### src/rtl/envelope_pkg.sv
// Shared definitions for the ADSR envelope stages.
//   env_state_e    : stage state (IDLE pass-through, RELEASE stepping, DONE silent)
//   ENV_DATA_W     : default sample width
//   ENV_END_SHIFT  : default shift at which a stage is fully silent (DATA_W+1)
package envelope_pkg;

  typedef enum logic [1:0] {
    IDLE    = 2'd0,
    RELEASE = 2'd1,
    DONE    = 2'd2
  } env_state_e;

  localparam int unsigned ENV_DATA_W    = 20;
  localparam int unsigned ENV_END_SHIFT = ENV_DATA_W + 1;

endpackage

### src/rtl/release_envelope_stage_if.sv
// Control, sample and status bundle of the release envelope stage.
//   master : voice controller / sustain side (drives control and samples in)
//   slave  : the release stage (drives attenuated samples and status)
interface release_envelope_stage_if #(
  parameter int unsigned DATA_W  = 20,
  parameter int unsigned SHIFT_W = 5,
  parameter int unsigned RATE_W  = 16
);
  logic               start;
  logic               gate_on;
  logic [SHIFT_W-1:0] start_level;
  logic [RATE_W-1:0]  rate;
  logic               in_valid;
  logic [DATA_W-1:0]  in;
  logic [DATA_W-1:0]  out;
  logic               out_valid;
  logic               active;
  logic               end_release;
  logic               done_pulse;

  modport master (
    output start, gate_on, start_level, rate, in_valid, in,
    input  out, out_valid, active, end_release, done_pulse
  );

  modport slave (
    input  start, gate_on, start_level, rate, in_valid, in,
    output out, out_valid, active, end_release, done_pulse
  );
endinterface

### src/rtl/release_rate_divider.sv
// Programmable step-rate divider shared by the envelope stages.
//   clk, rst_n : clock, async active-low reset
//   i_clear    : restart the count from zero
//   i_enable   : count this cycle
//   i_rate     : cycles per tick minus one
//   o_tick_c   : combinational single-cycle tick when the count reaches i_rate
module release_rate_divider #(
  parameter int unsigned RATE_W = 16
) (
  input  logic              clk,
  input  logic              rst_n,
  input  logic              i_clear,
  input  logic              i_enable,
  input  logic [RATE_W-1:0] i_rate,
  output logic              o_tick_c
);

  logic [RATE_W-1:0] r_cnt;

  assign o_tick_c = i_enable && !i_clear && (r_cnt == i_rate);

  // Count wraps to zero on the tick, so one step every i_rate+1 cycles.
  always_ff @(posedge clk or negedge rst_n) begin
    if (!rst_n) begin
      r_cnt <= '0;
    end else if (i_clear) begin
      r_cnt <= '0;
    end else if (i_enable) begin
      r_cnt <= (r_cnt == i_rate) ? '0 : r_cnt + RATE_W'(1);
    end
  end

endmodule

### src/rtl/release_envelope_stage.sv
// Release stage of the ADSR chain: attenuates samples by a right shift that
// starts at the sustain level and grows one step per rate tick until silent.
//   clk, rst_n : clock, async active-low reset
//   bus        : slave side of release_envelope_stage_if (control, samples,
//                active/end_release levels and done_pulse)
module release_envelope_stage
  import envelope_pkg::*;
#(
  parameter int unsigned DATA_W    = ENV_DATA_W,
  parameter int unsigned SHIFT_W   = 5,
  parameter int unsigned RATE_W    = 16,
  parameter int unsigned END_SHIFT = ENV_END_SHIFT
) (
  input  logic                   clk,
  input  logic                   rst_n,
  release_envelope_stage_if.slave bus
);

  env_state_e         r_state;
  env_state_e         w_state_nxt;
  logic [SHIFT_W-1:0] r_shift;
  logic [SHIFT_W-1:0] w_shift_nxt;
  logic [SHIFT_W-1:0] w_shift_inc;
  logic               w_done_nxt;
  logic               w_clear;
  logic               w_tick;

  release_rate_divider #(.RATE_W(RATE_W)) u_rate_div (
    .clk      (clk),
    .rst_n    (rst_n),
    .i_clear  (w_clear),
    .i_enable (r_state == RELEASE),
    .i_rate   (bus.rate),
    .o_tick_c (w_tick)
  );

  assign w_clear     = bus.gate_on || bus.start;
  assign w_shift_inc = r_shift + SHIFT_W'(1);

  // State register and shift level
  always_ff @(posedge clk or negedge rst_n) begin
    if (!rst_n) begin
      r_state <= IDLE;
      r_shift <= '0;
    end else begin
      r_state <= w_state_nxt;
      r_shift <= w_shift_nxt;
    end
  end

  // Next state: gate_on beats start beats tick
  always_comb begin
    w_state_nxt = r_state;
    w_shift_nxt = r_shift;
    w_done_nxt  = 1'b0;
    if (bus.gate_on) begin
      w_state_nxt = IDLE;
      w_shift_nxt = '0;
    end else if (bus.start) begin
      if (bus.start_level >= SHIFT_W'(END_SHIFT)) begin
        w_state_nxt = DONE;
        w_shift_nxt = SHIFT_W'(END_SHIFT);
        // A retrigger while already silent is not a new completion.
        w_done_nxt  = (r_state != DONE);
      end else begin
        w_state_nxt = RELEASE;
        w_shift_nxt = bus.start_level;
      end
    end else begin
      case (r_state)
        RELEASE: begin
          if (w_tick) begin
            w_shift_nxt = w_shift_inc;
            if (w_shift_inc == SHIFT_W'(END_SHIFT)) begin
              w_state_nxt = DONE;
              w_done_nxt  = 1'b1;
            end
          end
        end
        IDLE, DONE: ;
        default: begin
          w_state_nxt = IDLE;
          w_shift_nxt = '0;
        end
      endcase
    end
  end

  // Status flags registered from the next state so they track r_state exactly.
  always_ff @(posedge clk or negedge rst_n) begin
    if (!rst_n) begin
      bus.active      <= 1'b0;
      bus.end_release <= 1'b0;
      bus.done_pulse  <= 1'b0;
    end else begin
      bus.active      <= (w_state_nxt == RELEASE);
      bus.end_release <= (w_state_nxt == DONE);
      bus.done_pulse  <= w_done_nxt;
    end
  end

  // Datapath: attenuate with the shift in force before this cycle's update.
  always_ff @(posedge clk or negedge rst_n) begin
    if (!rst_n) begin
      bus.out       <= '0;
      bus.out_valid <= 1'b0;
    end else begin
      bus.out_valid <= bus.in_valid;
      if (bus.in_valid) begin
        bus.out <= (32'(r_shift) >= DATA_W) ? '0 : (bus.in >> r_shift);
      end
    end
  end

endmodule

### src/flat_wrapper.sv
// flat-port wrapper written by rule: the top's interface ports become plain ports
module release_envelope_stage_flat import envelope_pkg::*;
#(
  parameter int unsigned DATA_W    = ENV_DATA_W,
  parameter int unsigned SHIFT_W   = 5,
  parameter int unsigned RATE_W    = 16,
  parameter int unsigned END_SHIFT = ENV_END_SHIFT
)
  (clk, rst_n, bus_start, bus_gate_on, bus_start_level, bus_rate, bus_in_valid, bus_in, bus_out, bus_out_valid, bus_active, bus_end_release, bus_done_pulse);
  release_envelope_stage_if #(.DATA_W(DATA_W), .SHIFT_W(SHIFT_W), .RATE_W(RATE_W)) bus_i ();
  input  logic clk;
  input  logic rst_n;
  input wire logic [$bits(bus_i.start)-1:0] bus_start;
  input wire logic [$bits(bus_i.gate_on)-1:0] bus_gate_on;
  input wire logic [$bits(bus_i.start_level)-1:0] bus_start_level;
  input wire logic [$bits(bus_i.rate)-1:0] bus_rate;
  input wire logic [$bits(bus_i.in_valid)-1:0] bus_in_valid;
  input wire logic [$bits(bus_i.in)-1:0] bus_in;
  output wire logic [$bits(bus_i.out)-1:0] bus_out;
  output wire logic [$bits(bus_i.out_valid)-1:0] bus_out_valid;
  output wire logic [$bits(bus_i.active)-1:0] bus_active;
  output wire logic [$bits(bus_i.end_release)-1:0] bus_end_release;
  output wire logic [$bits(bus_i.done_pulse)-1:0] bus_done_pulse;
  assign bus_i.start = bus_start;
  assign bus_i.gate_on = bus_gate_on;
  assign bus_i.start_level = bus_start_level;
  assign bus_i.rate = bus_rate;
  assign bus_i.in_valid = bus_in_valid;
  assign bus_i.in = bus_in;
  assign bus_out = bus_i.out;
  assign bus_out_valid = bus_i.out_valid;
  assign bus_active = bus_i.active;
  assign bus_end_release = bus_i.end_release;
  assign bus_done_pulse = bus_i.done_pulse;
  release_envelope_stage #(.DATA_W(DATA_W), .SHIFT_W(SHIFT_W), .RATE_W(RATE_W), .END_SHIFT(END_SHIFT)) u_core (.clk(clk), .rst_n(rst_n), .bus(bus_i));
endmodule
### config.mk
export PLATFORM = sky130hd
export DESIGN_NAME = release_envelope_stage_flat
export DESIGN_NICKNAME = d
export VERILOG_FILES = /design/src/rtl/envelope_pkg.sv /design/src/rtl/release_envelope_stage_if.sv /design/src/rtl/release_rate_divider.sv /design/src/rtl/release_envelope_stage.sv /design/src/flat_wrapper.sv
export SDC_FILE = /design/constraint.sdc
export NUM_CORES = 1
export LEC_CHECK = 0
export ABC_AREA = 1
export BUFFER_PORTS_ARGS = -buffer_cell sky130_fd_sc_hd__buf_2
export CORE_UTILIZATION = 35
export CTS_CLUSTER_SIZE = 40
export DETAILED_ROUTE_END_ITERATION = 12
export HOLD_SLACK_MARGIN = 0.03
export PLACE_DENSITY_LB_ADDON = 0.3
export SLEW_MARGIN = 20
export SYNTH_ARGS = -nofsm -noshare
export SYNTH_HDL_FRONTEND = slang
export SYNTH_SLANG_ARGS = --single-unit
### constraint.sdc
create_clock -name clk -period 4.5 [get_ports clk]
set_clock_uncertainty 0.15 [all_clocks]
set_input_delay 0.45 -clock clk [delete_from_list [all_inputs] [get_ports clk]]
set_output_delay 0.45 -clock clk [all_outputs]
set_load 0.01 [all_outputs]
==> results of run 1 <==
cells in the final DEF (no fill, tap or decap), types with 6 or more instances in the layout:
master	instances
nor2_2	6
nand3_1	50
o22ai_1	9
dfrtp_1	47
nor2_1	38
buf_2	69
a21oi_1	9
o21ai_0	29
inv_1	60
nand2_1	234
cell type report:
class                   count  share of cell area (%)
multi-input cells         425                   48.73
clock buffers               5                   1.741
inverters                  65                   6.171
clock inverters             3                  0.6013
well taps                 129                   4.082
flip-flops and latches     47                   29.75
repair buffers             70                   8.924
logic make-up after synthesis:
kind of cell | count (synthesis) | synth area share, %
adder cells (fa/ha/maj) | 4 | 1.459
XOR/XNOR | 6 | 1.532
flip-flops | 47 | 34.28
AO/OA/AOI/OAI | 62 | 10.21
AND/OR/NAND/NOR | 353 | 42.96
buffers and inverters | 81 | 9.555
worst paths after layout:
kind                                                    start                                endpoint  slack (ns)  cells past startpoint
worst max-delay path            u_core.r_shift[0]$_DFFE_PN0P_           u_core.bus.out[7]$_DFFE_PN0P_        1.96                      7
max in group asynchronous                               rst_n          u_core.bus.out[17]$_DFFE_PN0P_        3.68                      2
worst min register to register  u_core.bus.out[7]$_DFFE_PN0P_           u_core.bus.out[7]$_DFFE_PN0P_        0.34                      2
worst max register to register  u_core.r_shift[0]$_DFFE_PN0P_           u_core.bus.out[7]$_DFFE_PN0P_        1.96                      7
min in group clk                                 bus_in_valid          u_core.bus.out_valid$_DFF_PN0_        0.12                      1
worst min-delay path                                    rst_n  u_core.u_rate_div.r_cnt[6]$_DFFE_PN0P_        0.07                      2
cells in the mapped netlist:
cell,instances,share of area (%)
a22oi_1,2,0.44
o21ai_0,29,4.2
nand2_4,1,0.33
a22o_1,2,0.51
nor2_1,38,4.2
o21ai_1,4,0.58
o31ai_1,2,0.44
nand2_1,234,26
nand4_1,3,0.55
a21oi_1,9,1.3
nand3_1,50,7.3
xor2_1,5,1.3
buf_2,6,0.88
nand2_2,2,0.36
and2_1,2,0.36
dfrtp_1,47,34
buf_12,1,0.58
and3_1,1,0.18
inv_1,60,6.6
nor3_1,4,0.58
a211oi_1,1,0.22
nor2_4,1,0.33
or2_2,5,0.91
nor2_2,6,1.1
inv_2,5,0.55
or2_1,5,0.91
o211ai_1,2,0.44
nand3_2,1,0.29
clkbuf_1,8,0.88
o21bai_1,1,0.22
buf_1,1,0.11
a31oi_1,1,0.18
ha_1,4,1.5
xnor2_1,1,0.26
o22ai_1,9,1.6
stage by stage:
step | instance area [sq um] | hold slack, ns | worst slack (ns)
floorplan | 3431 | 0.004409 | 2.782
global placement | 3861 | 0.3129 | 2.008
detailed placement | 3861 | 0.3147 | 2.015
CTS | 3954 | 0.1148 | 1.971
global route | 3954 | 0.1091 | 1.673
finish | 3954 | 0.07055 | 1.955
power breakdown:
part	total, mW	leakage [nW]	switching [mW]	internal (mW)
combinational	0.314	1.49	0.197	0.116
clock	0.266	0.0408	0.154	0.111
sequential	0.502	0.618	0.0374	0.465
total	1.08	2.14	0.389	0.692
registers in the layout, summed over array words and instances, names as in the netlist:
register and count:
u_core.bus.done_pulse 1, u_core.u_rate_div.r_cnt 16, u_core.r_state 2, u_core.bus.active 1
u_core.bus.out_valid 1, u_core.bus.end_release 1, u_core.bus.out 20, u_core.r_shift 5
layer usage:
layer | track usage [%] | routed length (microns)
met1 | 25.41 | 4362
met2 | 32.09 | 4038
met3 | 2.427 | 461
met4 | 5.463 | 150
met5 | 0 | 0
critical path, cell delays in order (launching register included):
cell     delay, ns
dfrtp_1       0.76
inv_1         0.51
o21ai_0       0.40
nand2_1       0.12
nand3_1       0.12
o21ai_0       0.11
o21ai_1       0.19
nand2_1       0.07
==> results.cfg, run 1 <==
[outcome]
outcome = finished, final reports clean

[drt]
vias = 3636
routedWlPerCell_microns = 12.11
drc = 0
ant_nets = 0
viasPerCell = 4.887
drt-pass1-iter-count = 4
wl_microns = 9013
drtIter0Drc = 166

[clock_network]
post_cts_resized = 0
clockRootBuffer = clkbuf_8
postCtsHoldBufs = 0
clk_latency_ns = 0.30
clk_pin_slew_ns = 0.10
cts_max_level = 2
cts_setup_buffers = 0
cts_tree = yes
cts_buffers = 5
clock-sinks = 47
clockBufferDepth = 2

[floorplan]
io-pin-count = 70
die_x_microns = 101.0
core_area_sq_um = 9371
die_area_sq_um = 10200
die_h_microns = 101.0
num_rows = 35
start_util_pct = 36.61

[grt]
grt_max_degree = 48
grt_pass1_vias = 3375
grt_pass1_wl_microns = 15370
grt_overflow = 0
grt_use_total_pct = 18.99
antenna_found_initial = 0

[synthesis]
yosys_register_bits = 47
yosysWarnings = 0
syn_nets = 603
syn_inst = 553
synth_area_sq_um = 3431
avgSynthCellArea_sq_um = 6.204
ys_seq_area_share_pct = 34.28
yosys.cell_types.count = 35

[layout]
final_core_util_pct = 42.19
diodes = 0
fin_cells = 744
multiInputGateArea_sq_um = 1927
nets = 664
seq_area_sq_um = 1176
area_growth_pct = 15.24
n_fill_cell = 1052
drive_gt1_share_pct = 16.10

[timing]
hold_viol = 0
slew_violations = 0
finalCriticalPeriod_ns = 2.545
rsz0062_at_grt = false
finalSetupViolCount = 0
relSlewSlack_pct = 51.11
clock.fmax_mhz = 393.0
setup-tns-final_ns = 0
worst_pin_slew_ns = 0.7334
fin_crit_sh_pct = 56.55

[pwr]
p_leak_nw = 2.144
peakVddDrop_v = 0.0001117
finalPower_mw = 1.081
power_density_nw_per_um2 = 273.5

[setup_path]
worst-endpoint-arrival_ns = 2.58
cp_max_fo = 24
cp-end-kind = flip-flop
cp.required_ns = 4.53
cp-start-kind = flip-flop
crit_type = flip-flop to flip-flop

[place]
dp.cells = 736
hpwl_microns = 6913
routabilityCongestion = 0.8658
io_buffer_count = 69

[min_path]
hp-class = input port to asynchronous set/reset pin

[flow_run]
maxCapViolations = 0
Power figures use the tool's default switching activity.
==> inputs of run 2 (changes only) <==
==> constraint.sdc (replaced) <==
create_clock -name clk -period 2.4 [get_ports clk]
set_clock_uncertainty 0.15 [all_clocks]
set_input_delay 0.24 -clock clk [delete_from_list [all_inputs] [get_ports clk]]
set_output_delay 0.24 -clock clk [all_outputs]
set_load 0.01 [all_outputs]
==> run 2 against run 1 <==
Setup slack worse by 1.5 ns. Final cell count up 1.7%. Die area unchanged. Maximum frequency up 30%. Utilization up 1.5 points. Register-to-register slack worse by 1.5 ns. Non-clock buffer count up 13. Sequential cell count unchanged.
==> results.cfg, run 2 (synthesis results as in run 1) <==
[clock_network]
cts_buffers = 5
clk_latency_ns = 0.30
cts_setup_buffers = 0
cts_tree = yes
cts_max_level = 2
clk_pin_slew_ns = 0.10
clockBufferDepth = 2
post_cts_resized = 0
clockRootBuffer = clkbuf_8
clock-sinks = 47

[pwr]
comb_power_share_pct = 29.1
clkPwrFrac_pct = 28.1
power_density_nw_per_um2 = 528.8
seqPwrFrac_pct = 42.8
intPower_mw = 1.426
peakVddDrop_v = 0.0002570
p_leak_nw = 2.223
switching_power_uw = 738.8
swShare_pct = 34.13

[min_path]
hp-class = input port to flip-flop
min_path_cells = 4

[timing]
hold_viol = 0
fin_crit_sh_pct = 81.86
worst_pin_slew_ns = 0.6185
slew_violations = 0
setup-tns-final_ns = 0
whs_ns = 0.1376
finalCriticalPeriod_ns = 1.965
clock.fmax_mhz = 509.0
postLayoutSetupSlackWorst_ns = 0.4354
finalSetupViolCount = 0
rsz0062_at_grt = false
relSlewSlack_pct = 58.77

[drt]
vias = 3666
drc = 0
routedWlPerCell_microns = 12.25
wl_microns = 9272
ant_nets = 0
viasPerCell = 4.843
drtIter0Drc = 217
drt-pass1-iter-count = 4

[grt]
grt_overflow = 0
antenna_found_initial = 0
grt_pass1_wl_microns = 15840
grt_use_total_pct = 19.47
grt_pass1_vias = 3523
grt_max_degree = 27

[layout]
nets = 677
design_area_sq_um = 4094
diodes = 0
largest_reg_flops = 20
regMostFlops = u_core.bus.out
layout_common_cells = nand2_1 (234), buf_2 (69), inv_1 (60)
area_growth_pct = 19.33
drive_gt1_share_pct = 17.36
final_common_cell = nand2_1
top_regs = u_core.bus.out: 20 flops, u_core.u_rate_div.r_cnt: 16 flops, u_core.r_shift: 5 flops

[floorplan]
start_util_pct = 36.61
die_x_microns = 101.0
num_rows = 35
core_area_sq_um = 9371
io-pin-count = 70
die_h_microns = 101.0
die_area_sq_um = 10200

[place]
place_area_sq_um = 3949
hpwl_microns = 7261
io_buffer_count = 69
routabilityCongestion = 0.8686
pre_cts_slack_ns = 0.5041

[outcome]
outcome = finished, final reports clean

[setup_path]
worst-endpoint-arrival_ns = 2.00
rr_worst_depth = 8
cp.required_ns = 2.44
cp-end-kind = flip-flop
cp-start-kind = flip-flop
cp_max_fo = 14
crit_type = flip-flop to flip-flop

[flow_run]
maxCapViolations = 0
## run 2: cell types whose count changed in the layout (fill, tap and decap cells not counted), sizes merged
cell and change:
dlygate4sd3 +3, bufinv +1, buf +10, clkinvlp -1
## run 2: critical path: stages (launching register included)
cell     delay, ns
dfrtp_1       0.56
inv_1         0.10
buf_4         0.19
o21ai_0       0.27
nand2_1       0.12
nand3_1       0.12
o21ai_0       0.10
o21ai_1       0.16
nand2_1       0.07
## run 2: final cells by class
cell class / count / area (sq um)
well taps: 129 / 161.4
inverters: 65 / 244.0
clock inverters: 3 / 46.29
flip-flops and latches: 47 / 1176
multi-input cells: 425 / 1927
clock buffers: 5 / 68.82
repair buffers: 83 / 470.5
fillers: 1043 / 5278
## run 2: worst paths after layout
path	end	startpoint	slack, ns
worst max-delay path	u_core.bus.out[7]$_DFFE_PN0P_	u_core.r_shift[0]$_DFFE_PN0P_	0.44
worst min-delay path	u_core.r_state[0]$_DFF_PN0_	bus_start	0.14
worst max register to register	u_core.bus.out[7]$_DFFE_PN0P_	u_core.r_shift[0]$_DFFE_PN0P_	0.44
worst min register to register	u_core.bus.out[4]$_DFFE_PN0P_	u_core.bus.out[4]$_DFFE_PN0P_	0.33
max in group asynchronous	u_core.u_rate_div.r_cnt[7]$_DFFE_PN0P_	rst_n	1.23
min in group asynchronous	u_core.bus.out[12]$_DFFE_PN0P_	rst_n	0.31
## run 2: repair_timing
item,in CTS,in global routing
endpoints found under the setup margin,0,0
endpoints found under the hold margin,24,0
hold buffers,3,0
## run 2: stage by stage
step	util [%]	total power, mW	std cells
floorplan	-	1.319	553
global placement	42.14	1.560	746
detailed placement	42.14	1.568	746
CTS	43.68	2.187	757
global route	43.68	2.324	757
finish	43.68	2.165	757
## run 2: per-layer routing
layer	up-vias	part of all wire [%]	track usage, %	wire, microns
li1	1884	-	-	-
met1	1679	48	25.42	4470
met2	91	47	33.88	4314
met3	12	4.2	2.635	386
met4	0	1.1	4.905	101
met5	-	0	0	0
## run 2: power groups by stage
stage	combinational, mW	clock [mW]	sequential, mW
5_1_grt	0.727	0.661	0.936
4_1_cts	0.633	0.627	0.927
3_3_place_gp	0.622	0	0.939
2_1_floorplan	0.353	0	0.966
3_5_place_dp	0.626	0	0.942
6_report	0.630	0.609	0.926
